`src/rtl/tour_pkg.sv`:
```
// Shared types and constants for knight's-tour command replay.
package tour_pkg;

   typedef enum logic [2:0] {
      IDLE,
      VERT,
      WAIT_V,
      HORZ,
      WAIT_H
   } state_t;

   localparam logic [3:0] OP_VERT = 4'b0100;
   localparam logic [3:0] OP_HORZ = 4'b0101;

   localparam logic [7:0] HEAD_N = 8'h00;
   localparam logic [7:0] HEAD_W = 8'h3F;
   localparam logic [7:0] HEAD_S = 8'h7F;
   localparam logic [7:0] HEAD_E = 8'hBF;

   localparam logic [7:0] RESP_DONE = 8'hA5;
   localparam logic [7:0] RESP_ACK  = 8'h5A;

   localparam logic [4:0] LAST_MOVE = 5'd23;

endpackage

```
`src/rtl/knight_move_decode.sv`:
```
// Turns a one-hot knight move into its vertical and horizontal leg commands.
module knight_move_decode
   import tour_pkg::*;
(
   input  logic [7:0]  move,
   output logic [15:0] vert_cmd,
   output logic [15:0] horz_cmd,
   output logic        valid
);

   logic [7:0]        low;
   logic signed [2:0] dx;
   logic signed [2:0] dy;
   logic signed [2:0] mag_x;
   logic signed [2:0] mag_y;

   always_comb begin
      // Isolate the lowest set bit so multi-hot inputs resolve deterministically.
      low   = move & (~move + 8'd1);
      valid = 1'b1;
      dx    = 3'sd0;
      dy    = 3'sd0;
      case (low)
         8'h01:   begin dx =  3'sd1; dy =  3'sd2; end
         8'h02:   begin dx = -3'sd1; dy =  3'sd2; end
         8'h04:   begin dx = -3'sd2; dy =  3'sd1; end
         8'h08:   begin dx = -3'sd2; dy = -3'sd1; end
         8'h10:   begin dx = -3'sd1; dy = -3'sd2; end
         8'h20:   begin dx =  3'sd1; dy = -3'sd2; end
         8'h40:   begin dx =  3'sd2; dy = -3'sd1; end
         8'h80:   begin dx =  3'sd2; dy =  3'sd1; end
         default: valid = 1'b0;
      endcase
      mag_x    = dx[2] ? -dx : dx;
      mag_y    = dy[2] ? -dy : dy;
      vert_cmd = {OP_VERT, (dy[2] ? HEAD_S : HEAD_N), 1'b0, mag_y};
      horz_cmd = {OP_HORZ, (dx[2] ? HEAD_W : HEAD_E), 1'b0, mag_x};
   end

endmodule

```
`src/rtl/tour_cmd.sv`:
```
// Replays a solved knight's tour as leg commands, otherwise passes BLE commands through.
module tour_cmd
   import tour_pkg::*;
(
   input  logic        clk,
   input  logic        rst,
   input  logic        start_tour,
   input  logic [7:0]  move,
   output logic [4:0]  mv_indx,
   input  logic [15:0] cmd_UART,
   input  logic        cmd_rdy_UART,
   output logic        clr_cmd_rdy_UART,
   output logic [15:0] cmd,
   output logic        cmd_rdy,
   input  logic        clr_cmd_rdy,
   input  logic        send_resp,
   output logic [7:0]  resp
);

   state_t      state;
   state_t      next;
   logic [15:0] vert_cmd;
   logic [15:0] horz_cmd;
   logic        move_valid;
   logic        clr_indx;
   logic        inc_indx;

   knight_move_decode u_decode (
      .move     (move),
      .vert_cmd (vert_cmd),
      .horz_cmd (horz_cmd),
      .valid    (move_valid)
   );

   always_ff @(posedge clk or posedge rst) begin
      if (rst) begin
         state   <= IDLE;
         mv_indx <= '0;
      end else begin
         state <= next;
         if (clr_indx)
            mv_indx <= '0;
         else if (inc_indx)
            mv_indx <= mv_indx + 5'd1;
      end
   end

   always_comb begin
      next             = state;
      cmd              = vert_cmd;
      cmd_rdy          = 1'b0;
      clr_cmd_rdy_UART = 1'b0;
      resp             = RESP_ACK;
      clr_indx         = 1'b0;
      inc_indx         = 1'b0;
      case (state)
         IDLE: begin
            cmd              = cmd_UART;
            cmd_rdy          = cmd_rdy_UART;
            clr_cmd_rdy_UART = clr_cmd_rdy;
            resp             = RESP_DONE;
            if (start_tour) begin
               clr_indx = 1'b1;
               next     = VERT;
            end
         end
         VERT: begin
            // An empty move entry marks the end of the tour.
            if (!move_valid)
               next = IDLE;
            else begin
               cmd_rdy = 1'b1;
               if (clr_cmd_rdy)
                  next = WAIT_V;
            end
         end
         WAIT_V: begin
            if (send_resp)
               next = HORZ;
         end
         HORZ: begin
            cmd = horz_cmd;
            if (!move_valid)
               next = IDLE;
            else begin
               cmd_rdy = 1'b1;
               if (clr_cmd_rdy)
                  next = WAIT_H;
            end
         end
         WAIT_H: begin
            cmd = horz_cmd;
            if (mv_indx == LAST_MOVE)
               resp = RESP_DONE;
            if (send_resp) begin
               if (mv_indx == LAST_MOVE)
                  next = IDLE;
               else begin
                  inc_indx = 1'b1;
                  next     = VERT;
               end
            end
         end
         default: next = IDLE;
      endcase
   end

endmodule

```
`config.mk`:
```
export PLATFORM = sky130hd
export DESIGN_NAME = tour_cmd
export DESIGN_NICKNAME = d
export VERILOG_FILES = /design/src/rtl/tour_pkg.sv /design/src/rtl/knight_move_decode.sv /design/src/rtl/tour_cmd.sv
export SDC_FILE = /design/constraint.sdc
export NUM_CORES = 1
export LEC_CHECK = 0
export CORE_ASPECT_RATIO = 0.8
export CORE_MARGIN = 1
export CORE_UTILIZATION = 38
export DETAILED_ROUTE_END_ITERATION = 10
export GPL_TIMING_DRIVEN = 0
export PLACE_DENSITY = 0.85
export SYNTH_ARGS = -nofsm -noshare
export SYNTH_HDL_FRONTEND = slang
export SYNTH_SLANG_ARGS = --single-unit
export TNS_END_PERCENT = 30
```
`constraint.sdc`:
```
create_clock -name clk -period 5.35 [get_ports clk]
set_input_delay 1.3375 -clock clk [delete_from_list [all_inputs] [get_ports clk]]
set_output_delay 1.3375 -clock clk [all_outputs]
set_load 0.05 [all_outputs]
```
==> qor.json <==
{
  "grt": {
    "grt-ovfl-total": 0,
    "antenna_found_initial": 0,
    "grt_first_pass_wirelength_mm": 4.59,
    "grt_use_total_pct": 22.7,
    "first_global_vias": 1042,
    "maximum_number_of_pins_on_one_net_before_global_route_repair": 11
  },
  "route": {
    "ant_nets": 0,
    "detailroute.via_count": 1160,
    "drt_pre_antenna_iters": 7,
    "drt-wirelength-per-cell_um": 14.0,
    "detail_route.iter0.violations": 82,
    "routed_via_density": 5.47,
    "total_length_of_routed_wires_mm": 2.96,
    "drc_errors": 16
  },
  "place": {
    "detailed_place.area_um2": 1540,
    "place.detailed.hpwl_mm": 2.36,
    "place_worst_setup_slack_ns": -0.0406,
    "post-place-cells": 209,
    "port_buffers": 60,
    "gp_congestion": 0.818
  },
  "timing": {
    "max-slew-margin-rel_pct": 65.8,
    "slew_viol_final": 0,
    "highest_achievable_clock_rate_mhz": 193,
    "finalHoldViolations": 0,
    "post-route-period-util_pct": 96.8,
    "finalSetupViolCount": 0,
    "rsz0062_at_grt": "no",
    "period_needed_ns": 5.18,
    "final.setup.tns_ns": 0,
    "worst_clock_skew_ns": 0.00734,
    "final_critical_path_setup_slack_ns": 0.172,
    "hold_ws_ns": 0.505,
    "timing_worst_slew_pin_value_ns": 0.511
  },
  "setup_path": {
    "timing.critical_path.required_ns": 4.01,
    "path_class": "input port to output pin",
    "path_max_fanout": 5,
    "cp-startpoint": "move[0]",
    "critPathLaunchType": "input port",
    "reg2reg_slack_ns": 3.75,
    "endpoint_kind": "output pin",
    "crit-reg2reg-capture": "mv_indx[3]",
    "worst_reg_to_reg_path_cell_count": 7,
    "worst_r2r_startpoint": "mv_indx[0]",
    "worst-endpoint-arrival_ns": 3.84
  },
  "worst_hold_path": {
    "min_from": "mv_indx[4]",
    "min-delay-path-class": "flop to flop",
    "hold_path_depth": 1,
    "hold-path-endpoint": "mv_indx[4]"
  },
  "power": {
    "max-vdd-ir-drop_mv": 0.326,
    "static-leakage-power_nw": 0.671,
    "power_density_nw_per_um2": 695,
    "total_design_power_mw": 1.08
  },
  "clock_tree": {
    "postCtsSetupRepairBufs": 0,
    "clk_pin_slew_ns": 0.05,
    "tritoncts": "yes",
    "worstSkewPairLatency_ns": 0.26,
    "cts_sinks": 8,
    "maximum_clock_insertion_buffer_count": 2,
    "cts_made_buffers": 3,
    "cts-htree-levels": 1,
    "cts.root.buffer_cell": "clkbuf_4"
  },
  "logic_synthesis": {
    "synth_cell_type_count": 41,
    "synth_edf_count": 0,
    "synth_top_cell_area_share_pct": 22.0,
    "synth-seq-cells": 8,
    "synth.yosys.seq_area_share_pct": 22.0,
    "synth_largest_area_cell": "dfrtp_1",
    "syn_avg_cell_area_um2": 7.33,
    "synth.cell_area_um2": 908,
    "ys_async_sr_fraction_pct": 100,
    "synth_nets": 157,
    "synth_ff_type": "dfrtp_1",
    "synth_area_leaders": "dfrtp_1 (22%), nand2_1 (6.2%), nor2_1 (5.8%), buf_4 (5.0%), a21oi_1 (4.4%)",
    "synthesis.instances": 124,
    "synthesis.yosys.warnings": 0
  },
  "layout": {
    "area_growth_syn_to_layout_pct": 71.9,
    "finish.cell_count_without_fillers": 212,
    "top_library_cells_by_usage_in_the_layout_fill_and_taps_aside": "clkdlybuf4s50_1 (59), nand2_1 (15), nor2_1 (14)",
    "final_layout_size_suffix_gt1_share_pct": 9.63,
    "final_nets": 222,
    "layout.cells.most_common": "clkdlybuf4s50_1",
    "layout.cell_area.non_filler_um2": 1560,
    "finish.utilization_pct": 70.5,
    "antenna_cells_inserted": 0
  },
  "outcome": {
    "violations": "design-rule violations",
    "outcome": "finished, violations left"
  },
  "die": {
    "fp.coreArea_um2": 2210,
    "die-height_um": 45.7,
    "placementRows": 15,
    "width_of_the_die_um": 56.7,
    "ioPinCount": 61,
    "start_util_pct": 41.0,
    "floorplan.die_area_um2": 2590
  },
  "job": {
    "maxCapViolations": 0
  }
}
-- cell families after synthesis --
kind of cell,share of synthesized area [%]
flip-flops,22.0
XOR/XNOR,2.89
adder cells (fa/ha/maj),4.13
AND/OR/NAND/NOR,35.5
AO/OA/AOI/OAI,23.4
buffers and inverters,9.78
multiplexers,2.20
-- layout make-up --
class                      instances  area, um^2
multi-input combinational         99         619
inverter                           4        15.0
clock buffer                       3        22.5
fill                             185         653
timing repair buffer              60         599
sequential                         8         200
buffer                            13        73.8
tap                               25        31.3
-- power breakdown --
group	switching, mW	internal [mW]	leakage (nW)
combinational	0.628	0.323	0.549
sequential	0.0120	0.0736	0.108
clock	0.0223	0.0258	0.0138
-- synth_stat cells, drive strengths merged (4+ instances only) --
cell type / instances
o21ai: 9
nand4: 4
and3: 6
dfrtp: 8
clkbuf: 5
nand2: 15
buf: 8
inv: 4
nor2: 15
a21oi: 10
-- registers in the layout, summed over array words and instances, names as in the netlist --
signal	flops
mv_indx	5
state	3
-- worst max-delay path, stage by stage --
cell             delay, ns
clkdlybuf4s50_1       0.46
or2_1                 0.31
a21oi_1               0.28
ha_1                  0.22
and3_1                0.16
a21oi_1               0.05
o211ai_1              0.19
clkdlybuf4s50_1       0.83
-- metal layers --
layer | part of all wire, % | vias up | track usage [%]
li1 | - | 572 | -
met1 | 44 | 528 | 28.9
met2 | 45 | 55 | 39.3
met3 | 9.3 | 5 | 4.26
met4 | 1.4 | 0 | 8.00
met5 | 0 | - | 0
-- worst max-delay path by stage --
stage                  end  slack (ns)  depth (start not counted)
finish              cmd[2]        0.17                          8
floorplan           cmd[1]        0.87                          7
global route        cmd[2]        0.05                          8
detailed placement  cmd[1]       -0.04                          9
global placement    cmd[1]       0.005                          9
CTS                 cmd[2]        0.18                          8
-- timing repair --
item,in CTS,in global routing
setup endpoints to repair,1,0
hold buffers,0,0
gates resized for setup,1,0
No activity file was read; power rests on OpenSTA's default activity.
